<file path="src/rtl/cdb_slot_scheduler.sv">
// Writeback-slot reservation ring: grants issue only when a CDB slot is free in the completion row.
// Optional macro CDB_SLOT_EX_REG_EN adds one cycle between issue and execute (target row shifts by 1).
module cdb_slot_scheduler #(
  parameter int RING_DEPTH = 16,
  parameter int NUM_CDB    = 2,
  parameter int NUM_ISSUE  = 2,
  parameter int ALU_LAT    = 1,
  parameter int MULT_LAT   = 4,
  parameter int EARLY_WAKE = 1,
  parameter int TAG_W      = 6,
  parameter int BMASK_W    = 4
) (
  input  logic                                   clock,
  input  logic                                   reset,
  input  logic                                   stall,
  input  logic [NUM_ISSUE-1:0]                   iss_valid,
  input  logic [NUM_ISSUE-1:0]                   iss_mult,
  input  logic [NUM_ISSUE*TAG_W-1:0]             iss_tag,
  input  logic [NUM_ISSUE*BMASK_W-1:0]           iss_bmask,
  output logic [NUM_ISSUE-1:0]                   iss_grant,
  input  logic                                   squash_valid,
  input  logic                                   resolve_valid,
  input  logic [BMASK_W-1:0]                     br_mask,
  output logic [NUM_CDB*TAG_W-1:0]               early_tag,
  output logic [NUM_CDB-1:0]                     early_valid,
  output logic [$clog2(RING_DEPTH*NUM_CDB+1)-1:0] occupancy
);

  localparam int IDX_W = $clog2(RING_DEPTH);
  localparam int OCC_W = $clog2(RING_DEPTH*NUM_CDB+1);
`ifdef CDB_SLOT_EX_REG_EN
  localparam int XR = 1;
`else
  localparam int XR = 0;
`endif
  localparam logic [IDX_W-1:0] ALU_OFS  = IDX_W'(ALU_LAT + XR);
  localparam logic [IDX_W-1:0] MULT_OFS = IDX_W'(MULT_LAT + XR);
  localparam logic [IDX_W-1:0] EW_OFS   = IDX_W'(EARLY_WAKE);

  logic [IDX_W-1:0]   head_reg, head_next;
  logic [NUM_CDB-1:0] valid_reg [RING_DEPTH];
  logic [NUM_CDB-1:0] valid_next [RING_DEPTH];
  logic [TAG_W-1:0]   tag_reg [RING_DEPTH][NUM_CDB];
  logic [TAG_W-1:0]   tag_next [RING_DEPTH][NUM_CDB];
  logic [BMASK_W-1:0] bmask_reg [RING_DEPTH][NUM_CDB];
  logic [BMASK_W-1:0] bmask_next [RING_DEPTH][NUM_CDB];
  logic [OCC_W-1:0]   occ_reg, occ_next;
  logic [IDX_W-1:0]   row_sel [NUM_ISSUE];
  logic [NUM_CDB-1:0] slot_sel [NUM_ISSUE];
  logic [IDX_W-1:0]   early_row;

  genvar gi;
  generate
    for (gi = 0; gi < NUM_ISSUE; gi++) begin : g_port
      assign row_sel[gi]   = head_reg + (iss_mult[gi] ? MULT_OFS : ALU_OFS);
      assign iss_grant[gi] = |slot_sel[gi];
    end
  endgenerate

  // Ports are served in priority order; each sees the slots claimed by the ports before it.
  always_comb begin : grant_comb
    logic [NUM_CDB-1:0] taken;
    logic [NUM_CDB-1:0] pick [NUM_ISSUE];
    logic               killed;
    for (int i = 0; i < NUM_ISSUE; i++) begin
      pick[i] = '0;
      taken   = valid_reg[row_sel[i]];
      for (int j = 0; j < NUM_ISSUE; j++) begin
        if (j < i && row_sel[j] == row_sel[i]) taken = taken | pick[j];
      end
      killed = squash_valid && (|(iss_bmask[i*BMASK_W +: BMASK_W] & br_mask));
      if (iss_valid[i] && !stall && !reset && !killed) begin
        for (int s = NUM_CDB - 1; s >= 0; s--) begin
          if (!taken[s]) begin
            pick[i]    = '0;
            pick[i][s] = 1'b1;
          end
        end
      end
      slot_sel[i] = pick[i];
    end
  end

  always_comb begin : next_comb
    int count;
    valid_next = valid_reg;
    tag_next   = tag_reg;
    bmask_next = bmask_reg;
    for (int r = 0; r < RING_DEPTH; r++) begin
      for (int s = 0; s < NUM_CDB; s++) begin
        if (squash_valid) begin
          if (|(bmask_reg[r][s] & br_mask)) valid_next[r][s] = 1'b0;
        end else if (resolve_valid) begin
          bmask_next[r][s] = bmask_reg[r][s] & ~br_mask;
        end
      end
    end
    if (!stall) valid_next[head_reg] = '0;
    for (int i = 0; i < NUM_ISSUE; i++) begin
      for (int s = 0; s < NUM_CDB; s++) begin
        if (slot_sel[i][s]) begin
          valid_next[row_sel[i]][s] = 1'b1;
          tag_next[row_sel[i]][s]   = iss_tag[i*TAG_W +: TAG_W];
          bmask_next[row_sel[i]][s] = (resolve_valid && !squash_valid) ?
                                      (iss_bmask[i*BMASK_W +: BMASK_W] & ~br_mask) :
                                      iss_bmask[i*BMASK_W +: BMASK_W];
        end
      end
    end
    head_next = stall ? head_reg : head_reg + 1'b1;
    count = 0;
    for (int r = 0; r < RING_DEPTH; r++) begin
      for (int s = 0; s < NUM_CDB; s++) count = count + int'(valid_next[r][s]);
    end
    occ_next = OCC_W'(count);
  end

  always_ff @(posedge clock) begin
    if (reset) begin
      head_reg <= '0;
      occ_reg  <= '0;
      for (int r = 0; r < RING_DEPTH; r++) begin
        valid_reg[r] <= '0;
        for (int s = 0; s < NUM_CDB; s++) begin
          tag_reg[r][s]   <= '0;
          bmask_reg[r][s] <= '0;
        end
      end
    end else begin
      head_reg  <= head_next;
      occ_reg   <= occ_next;
      valid_reg <= valid_next;
      tag_reg   <= tag_next;
      bmask_reg <= bmask_next;
    end
  end

  always @(posedge clock) begin
    if (!reset) begin
      for (int i = 0; i < NUM_ISSUE; i++) assert ((valid_reg[row_sel[i]] & slot_sel[i]) == '0);
    end
  end

  assign early_row = head_reg + EW_OFS;
  generate
    for (gi = 0; gi < NUM_CDB; gi++) begin : g_early
      assign early_tag[gi*TAG_W +: TAG_W] = tag_reg[early_row][gi];
      assign early_valid[gi] = valid_reg[early_row][gi] & ~stall & ~reset;
    end
  endgenerate

  assign occupancy = occ_reg;

endmodule

</file>
<file path="config.mk">
export PLATFORM = sky130hd
export DESIGN_NAME = cdb_slot_scheduler
export DESIGN_NICKNAME = d
export VERILOG_FILES = /design/src/rtl/cdb_slot_scheduler.sv
export SDC_FILE = /design/constraint.sdc
export NUM_CORES = 1
export LEC_CHECK = 0
export BUFFER_PORTS_ARGS = -buffer_cell sky130_fd_sc_hd__buf_2
export CORE_MARGIN = 1.5
export CORE_UTILIZATION = 45
export DETAILED_ROUTE_END_ITERATION = 10
export PLACE_DENSITY_LB_ADDON = 0.05
export SLEW_MARGIN = 20
export SYNTH_ARGS = -nofsm -noshare
export SYNTH_HDL_FRONTEND = slang
export SYNTH_SLANG_ARGS = --single-unit
</file>
<file path="constraint.sdc">
create_clock -name clock -period 8.5 [get_ports clock]
set_input_delay 1.7 -clock clock [delete_from_list [all_inputs] [get_ports clock]]
set_output_delay 1.7 -clock clock [all_outputs]
set_load 0.02 [all_outputs]
</file>
# Word level (Yosys, flattened, before mapping)
# Cells that the tools add are included.
# totals
inputBits	33
output_inout_bits	22
regBits	362
# classes
add_sub_neg	34
eq_ne	1
n_mux	198
bitwise_logic	86
n_lt_le_gt_ge	7
n_reduce_logical	53
# ops
operator	n
$bwmux 192	4
$mux 192	4
$bwmux 128	4
$mux 128	4
$and 4x4->4	68
$mux 4	68
$demux 12 s4	4
$mux 32	5
$add 6x1->6	26
$reduce_or 4->1	34
$demux 8 s4	4
$or 32x32->32	4
$mux 1	66
$bmux 12 s4	1
$mux 12	4
$demux 2 s4	5
$and 32x32->32	1
$mux 2	16
$not 32->32	1
$bmux 2 s4	3
$ge 5x5->1 const B	4
$not 4->5	4
$mux 8	2
$lt 5x1->1 const B	3
other kinds (17)	40

# Longest topological paths before layout
# logic_depth
word_depth	48
mapped_depth	31
ltp_nobuf	26

# Least setup slack after synthesis
# Ideal clock, no wire load.
# synth_timing
kind	input-to-reg
start	in iss_mult[0]
end	reg occ_reg[4], in the netlist occupancy[4]
path_slack_ns	-0.556
required_ns	8.372
setup_ns	0.128
path_stages	29
arrival_ns	8.929
path_cell_list	inv_1 ha_1 ha_1 buf_4 xor2_4 mux4_2 or3b_1 buf_2 nor2b_1 buf_6 or3b_4 buf_6 nand4_1 buf_2 nand2_1 fa_1 inv_1 fa_1 fa_1 fa_1 fa_1 fa_1 inv_1 ha_1 fa_1 a21o_1 a21oi_1 xor2_1 nor2_1
# synth_lines
element	line	source
start, declared	17	input logic [NUM_ISSUE-1:0] iss_mult,
end signal, assigned	131	occ_reg <= occ_next;
end, declared	47	logic [OCC_W-1:0] occ_reg, occ_next;

==> impl_metrics.xml <==
<?xml version="1.0" encoding="UTF-8"?>
<metrics>
  <group name="detailed_routing">
    <metric name="drc" unit="">0</metric>
    <metric name="drt_first_pass_iters" unit="">6</metric>
    <metric name="routed_via_density" unit="">6.85</metric>
    <metric name="wirelength" unit="µm">89000</metric>
    <metric name="dr.first_iter.drc_count" unit="">2408</metric>
    <metric name="via_count" unit="">20100</metric>
    <metric name="postRouteAntennaNets" unit="">0</metric>
    <metric name="routedWlPerCell" unit="µm">30.4</metric>
  </group>
  <group name="setup_path">
    <metric name="critical_path.most_common_cell" unit="">sky130_fd_sc_hd__fa_1</metric>
    <metric name="criticalPathCategory" unit="">in2reg</metric>
    <metric name="worstPathRequired" unit="ns">8.93</metric>
    <metric name="crit_path_start_kind" unit="">primary input</metric>
    <metric name="worst_setup_path_end_kind" unit="">flop</metric>
    <metric name="worst_path_max_delay_cell" unit="">sky130_fd_sc_hd__fa_1</metric>
    <metric name="worstPathMaxFanout" unit="">15</metric>
    <metric name="worst-path-buf-inv" unit="">5</metric>
    <metric name="critPathArrivalTime" unit="ns">8.68</metric>
    <metric name="cpLargestDelayFamily" unit="">adder cells</metric>
    <metric name="crit_path_max_incr_delay" unit="ns">0.55</metric>
  </group>
  <group name="global_routing">
    <metric name="antenna_found_initial" unit="">6</metric>
    <metric name="grt_start_max_net_pins" unit="">169</metric>
    <metric name="global_route.overflow_total" unit="">0</metric>
    <metric name="tot_gr_track_use" unit="">0.352</metric>
    <metric name="grt_pass1_vias" unit="">19000</metric>
    <metric name="grt_pass1_wl" unit="µm">130000</metric>
  </group>
  <group name="floorplanning">
    <metric name="die_y" unit="µm">224</metric>
    <metric name="die-area" unit="mm²">0.0500</metric>
    <metric name="floorplan.initialDensity" unit="">0.458</metric>
    <metric name="floorplan.core_area" unit="mm²">0.0478</metric>
    <metric name="fp.dieW" unit="µm">224</metric>
    <metric name="top_level_ports" unit="">55</metric>
    <metric name="rows" unit="">80</metric>
  </group>
  <group name="job">
    <metric name="drv_cap" unit="">0</metric>
  </group>
  <group name="clock_tree">
    <metric name="clk_transition_reported_paths" unit="ns">0.06</metric>
    <metric name="number_of_cells_upsized_or_downsized_after_cts" unit="">0</metric>
    <metric name="tritoncts_num_sinks" unit="">362</metric>
    <metric name="clk_latency" unit="ns">0.60</metric>
    <metric name="htreeDepth" unit="">2</metric>
    <metric name="ctsHoldBuffers" unit="">0</metric>
    <metric name="cts_root_buf" unit="">sky130_fd_sc_hd__clkbuf_16</metric>
    <metric name="cts.repair_timing.setup_buffer_count" unit="">0</metric>
    <metric name="clock_tree_from_tritoncts" unit="">done</metric>
    <metric name="max-clock-path-buffers" unit="">3</metric>
    <metric name="cts-buffers-inserted" unit="">43</metric>
  </group>
  <group name="place">
    <metric name="place.gp.congestion" unit="">1.05</metric>
    <metric name="detailedPlacementHpwl" unit="µm">58300</metric>
    <metric name="place.port_buffers" unit="">54</metric>
    <metric name="dp_area" unit="mm²">0.0235</metric>
  </group>
  <group name="sta">
    <metric name="setup-violations-final" unit="">0</metric>
    <metric name="report.final.hold_viol_count" unit="">0</metric>
    <metric name="skew" unit="ns">0.0327</metric>
    <metric name="tightest_slew" unit="ns">1.04</metric>
    <metric name="final_period_minus_worst_setup_slack" unit="ns">8.25</metric>
    <metric name="finalCritPeriodShare" unit="">0.971</metric>
    <metric name="max_freq" unit="GHz">0.121</metric>
    <metric name="rsz0062_at_grt" unit="">no</metric>
    <metric name="number_of_pins_exceeding_their_max_slew_limit_in_the_final_report" unit="">0</metric>
    <metric name="maxSlewHeadroom" unit="">0.304</metric>
  </group>
  <group name="layout">
    <metric name="drive_above_1_share" unit="">0.203</metric>
    <metric name="largest_register_ff_count" unit="">192</metric>
    <metric name="most_common_cell_after_layout_fill_and_taps_aside" unit="">sky130_fd_sc_hd__dfxtp_1</metric>
    <metric name="layout.cells.most_common_list" unit="">sky130_fd_sc_hd__dfxtp_1 (361), sky130_fd_sc_hd__mux2i_1 (327), sky130_fd_sc_hd__buf_4 (173)</metric>
    <metric name="layout.cell_area.non_filler" unit="mm²">0.0249</metric>
    <metric name="area_growth_syn_to_layout" unit="%">13.7</metric>
    <metric name="nNetsFinal" unit="">2353</metric>
    <metric name="postLayoutCoreUtil" unit="">0.520</metric>
  </group>
  <group name="worst_hold_path">
    <metric name="worst_hold_path_type" unit="">reg2reg</metric>
  </group>
  <group name="pwr">
    <metric name="power.density_cell_area" unit="mW/mm²">169</metric>
    <metric name="ir_worst_vdd" unit="µV">123</metric>
    <metric name="p_leak" unit="nW">9.09</metric>
    <metric name="report.power.total" unit="W">0.00421</metric>
  </group>
  <group name="synth">
    <metric name="synth.top_cells.by_area" unit="">sky130_fd_sc_hd__dfxtp_1 (33%), sky130_fd_sc_hd__mux2i_1 (15%), sky130_fd_sc_hd__mux4_2 (7.9%)</metric>
    <metric name="synth.yosys.seq_area_share" unit="">0.331</metric>
    <metric name="netlist_area" unit="mm²">0.0219</metric>
    <metric name="synth_seq_cells" unit="">362</metric>
    <metric name="synthArstFlopShare" unit="">0</metric>
    <metric name="synthesis.area_per_instance" unit="µm²">9.64</metric>
    <metric name="synth_top_area_frac" unit="">0.331</metric>
    <metric name="yosysTopAreaCell" unit="">sky130_fd_sc_hd__dfxtp_1</metric>
    <metric name="synth_ff_type" unit="">sky130_fd_sc_hd__dfxtp_1</metric>
    <metric name="synth_cells" unit="">2271</metric>
    <metric name="synth_edf_count" unit="">0</metric>
    <metric name="synth-warning-count" unit="">0</metric>
    <metric name="post_synth_num_cell_types" unit="">72</metric>
    <metric name="syn-num-nets" unit="">2345</metric>
  </group>
  <group name="run_status">
    <metric name="status" unit="">complete, no violations</metric>
  </group>
</metrics>
==> through the flow <==
step	cells	setup WS (ns)	TNS, ns	hold slack (ns)
final	2928	0.249	0	0.539
after global routing	2925	0.0759	0	0.551
after CTS	2925	0.290	0	0.536
after detailed placement	2849	-0.300	-0.746	0.532
after global placement	2849	-0.235	-0.421	0.521
after floorplan	2271	-0.263	-0.376	0.508
==> routing by layer <==
| layer | wire length [µm] | up-vias | part of all wire | GRT usage |
|---|---|---|---|---|
| met1 | 39200 | 10000 | 0.44 | 0.514 |
| met4 | 2970 | 8 | 0.033 | 0.121 |
| met2 | 37000 | 1135 | 0.42 | 0.503 |
| met5 | 49 | - | 0.00055 | 0 |
| met3 | 9730 | 160 | 0.11 | 0.0858 |
| li1 | - | 8718 | - | - |
==> cell families (layout without fill, tap and decap cells) <==
logic type      count (synthesis)  after routing  synth area share
compound gates                626            626             0.216
xor+xnor                       19             19           0.00880
simple gates                  512            512             0.121
buf+inv                       302            341            0.0601
other cells                     0              3                 0
mux                           409            409             0.231
flops                         362            362             0.331
fa+ha+maj                      41             41            0.0317
==> path summary, 6_finish.rpt <==
path | slack [ns] | end | from | depth (start not counted)
setup / recovery | 0.25 | occupancy[4]$_SDFF_PP0_ | iss_mult[0] | 26
hold / removal | 0.54 | tag_reg[137]$_SDFF_PP0_ | tag_reg[137]$_SDFF_PP0_ | 2
setup reg to reg | 0.96 | occupancy[4]$_SDFF_PP0_ | head_reg[2]$_SDFFE_PP0N_ | 22
hold reg to reg | 0.54 | tag_reg[137]$_SDFF_PP0_ | tag_reg[137]$_SDFF_PP0_ | 2
==> final cells by class <==
type,instances,area (µm²)
fillers,4383,23000
multi-input cells,1607,13700
flip-flops and latches,362,7250
repair buffers,231,1660
clock buffers,67,1280
well taps,615,769
inverters,34,140
clock inverters,9,82.6
diodes,3,7.51
==> tightest hold or removal path, stage by stage (launching register included) <==
cell                      delay, ns
sky130_fd_sc_hd__dfxtp_1       0.31
sky130_fd_sc_hd__mux2i_1       0.11
sky130_fd_sc_hd__a21oi_1       0.07
==> power breakdown <==
group          switching, W  internal (W)  leakage, nW
registers         0.0000104       0.00171         2.92
clock network      0.000784       0.00106        0.672
logic              0.000460      0.000189         5.50
total               0.00125       0.00296         9.09
==> synthesized netlist by cell type, types with 7 or more instances <==
| cell | instances |
|---|---|
| sky130_fd_sc_hd__nor4_2 | 8 |
| sky130_fd_sc_hd__nand3_1 | 18 |
| sky130_fd_sc_hd__xor2_1 | 8 |
| sky130_fd_sc_hd__o211ai_1 | 80 |
| sky130_fd_sc_hd__nand2b_1 | 89 |
| sky130_fd_sc_hd__buf_2 | 35 |
| sky130_fd_sc_hd__nor2b_1 | 27 |
| sky130_fd_sc_hd__o311a_1 | 12 |
| sky130_fd_sc_hd__ha_1 | 17 |
| sky130_fd_sc_hd__mux4_2 | 77 |
| sky130_fd_sc_hd__inv_1 | 34 |
| sky130_fd_sc_hd__a221oi_1 | 120 |
| sky130_fd_sc_hd__and2_1 | 9 |
| sky130_fd_sc_hd__a21oi_1 | 108 |
| sky130_fd_sc_hd__nand4_1 | 13 |
| sky130_fd_sc_hd__nor3_1 | 44 |
| sky130_fd_sc_hd__a22o_1 | 52 |
| sky130_fd_sc_hd__nand4_2 | 8 |
| sky130_fd_sc_hd__dfxtp_1 | 362 |
| sky130_fd_sc_hd__a211oi_1 | 55 |
| sky130_fd_sc_hd__a31oi_1 | 22 |
| sky130_fd_sc_hd__a22oi_1 | 16 |
| sky130_fd_sc_hd__xnor2_1 | 9 |
| sky130_fd_sc_hd__nor4_1 | 8 |
| sky130_fd_sc_hd__mux2i_1 | 327 |
| sky130_fd_sc_hd__fa_1 | 24 |
| sky130_fd_sc_hd__o41ai_1 | 43 |
| sky130_fd_sc_hd__buf_6 | 15 |
| sky130_fd_sc_hd__buf_4 | 7 |
| sky130_fd_sc_hd__nor2_1 | 123 |
| sky130_fd_sc_hd__a41o_1 | 26 |
| sky130_fd_sc_hd__nand2_1 | 132 |
| sky130_fd_sc_hd__buf_1 | 12 |
| sky130_fd_sc_hd__clkbuf_1 | 199 |
| sky130_fd_sc_hd__o21ai_0 | 41 |
| sky130_fd_sc_hd__a21oi_2 | 11 |
Note: power is estimated with default switching activity, not from simulation.
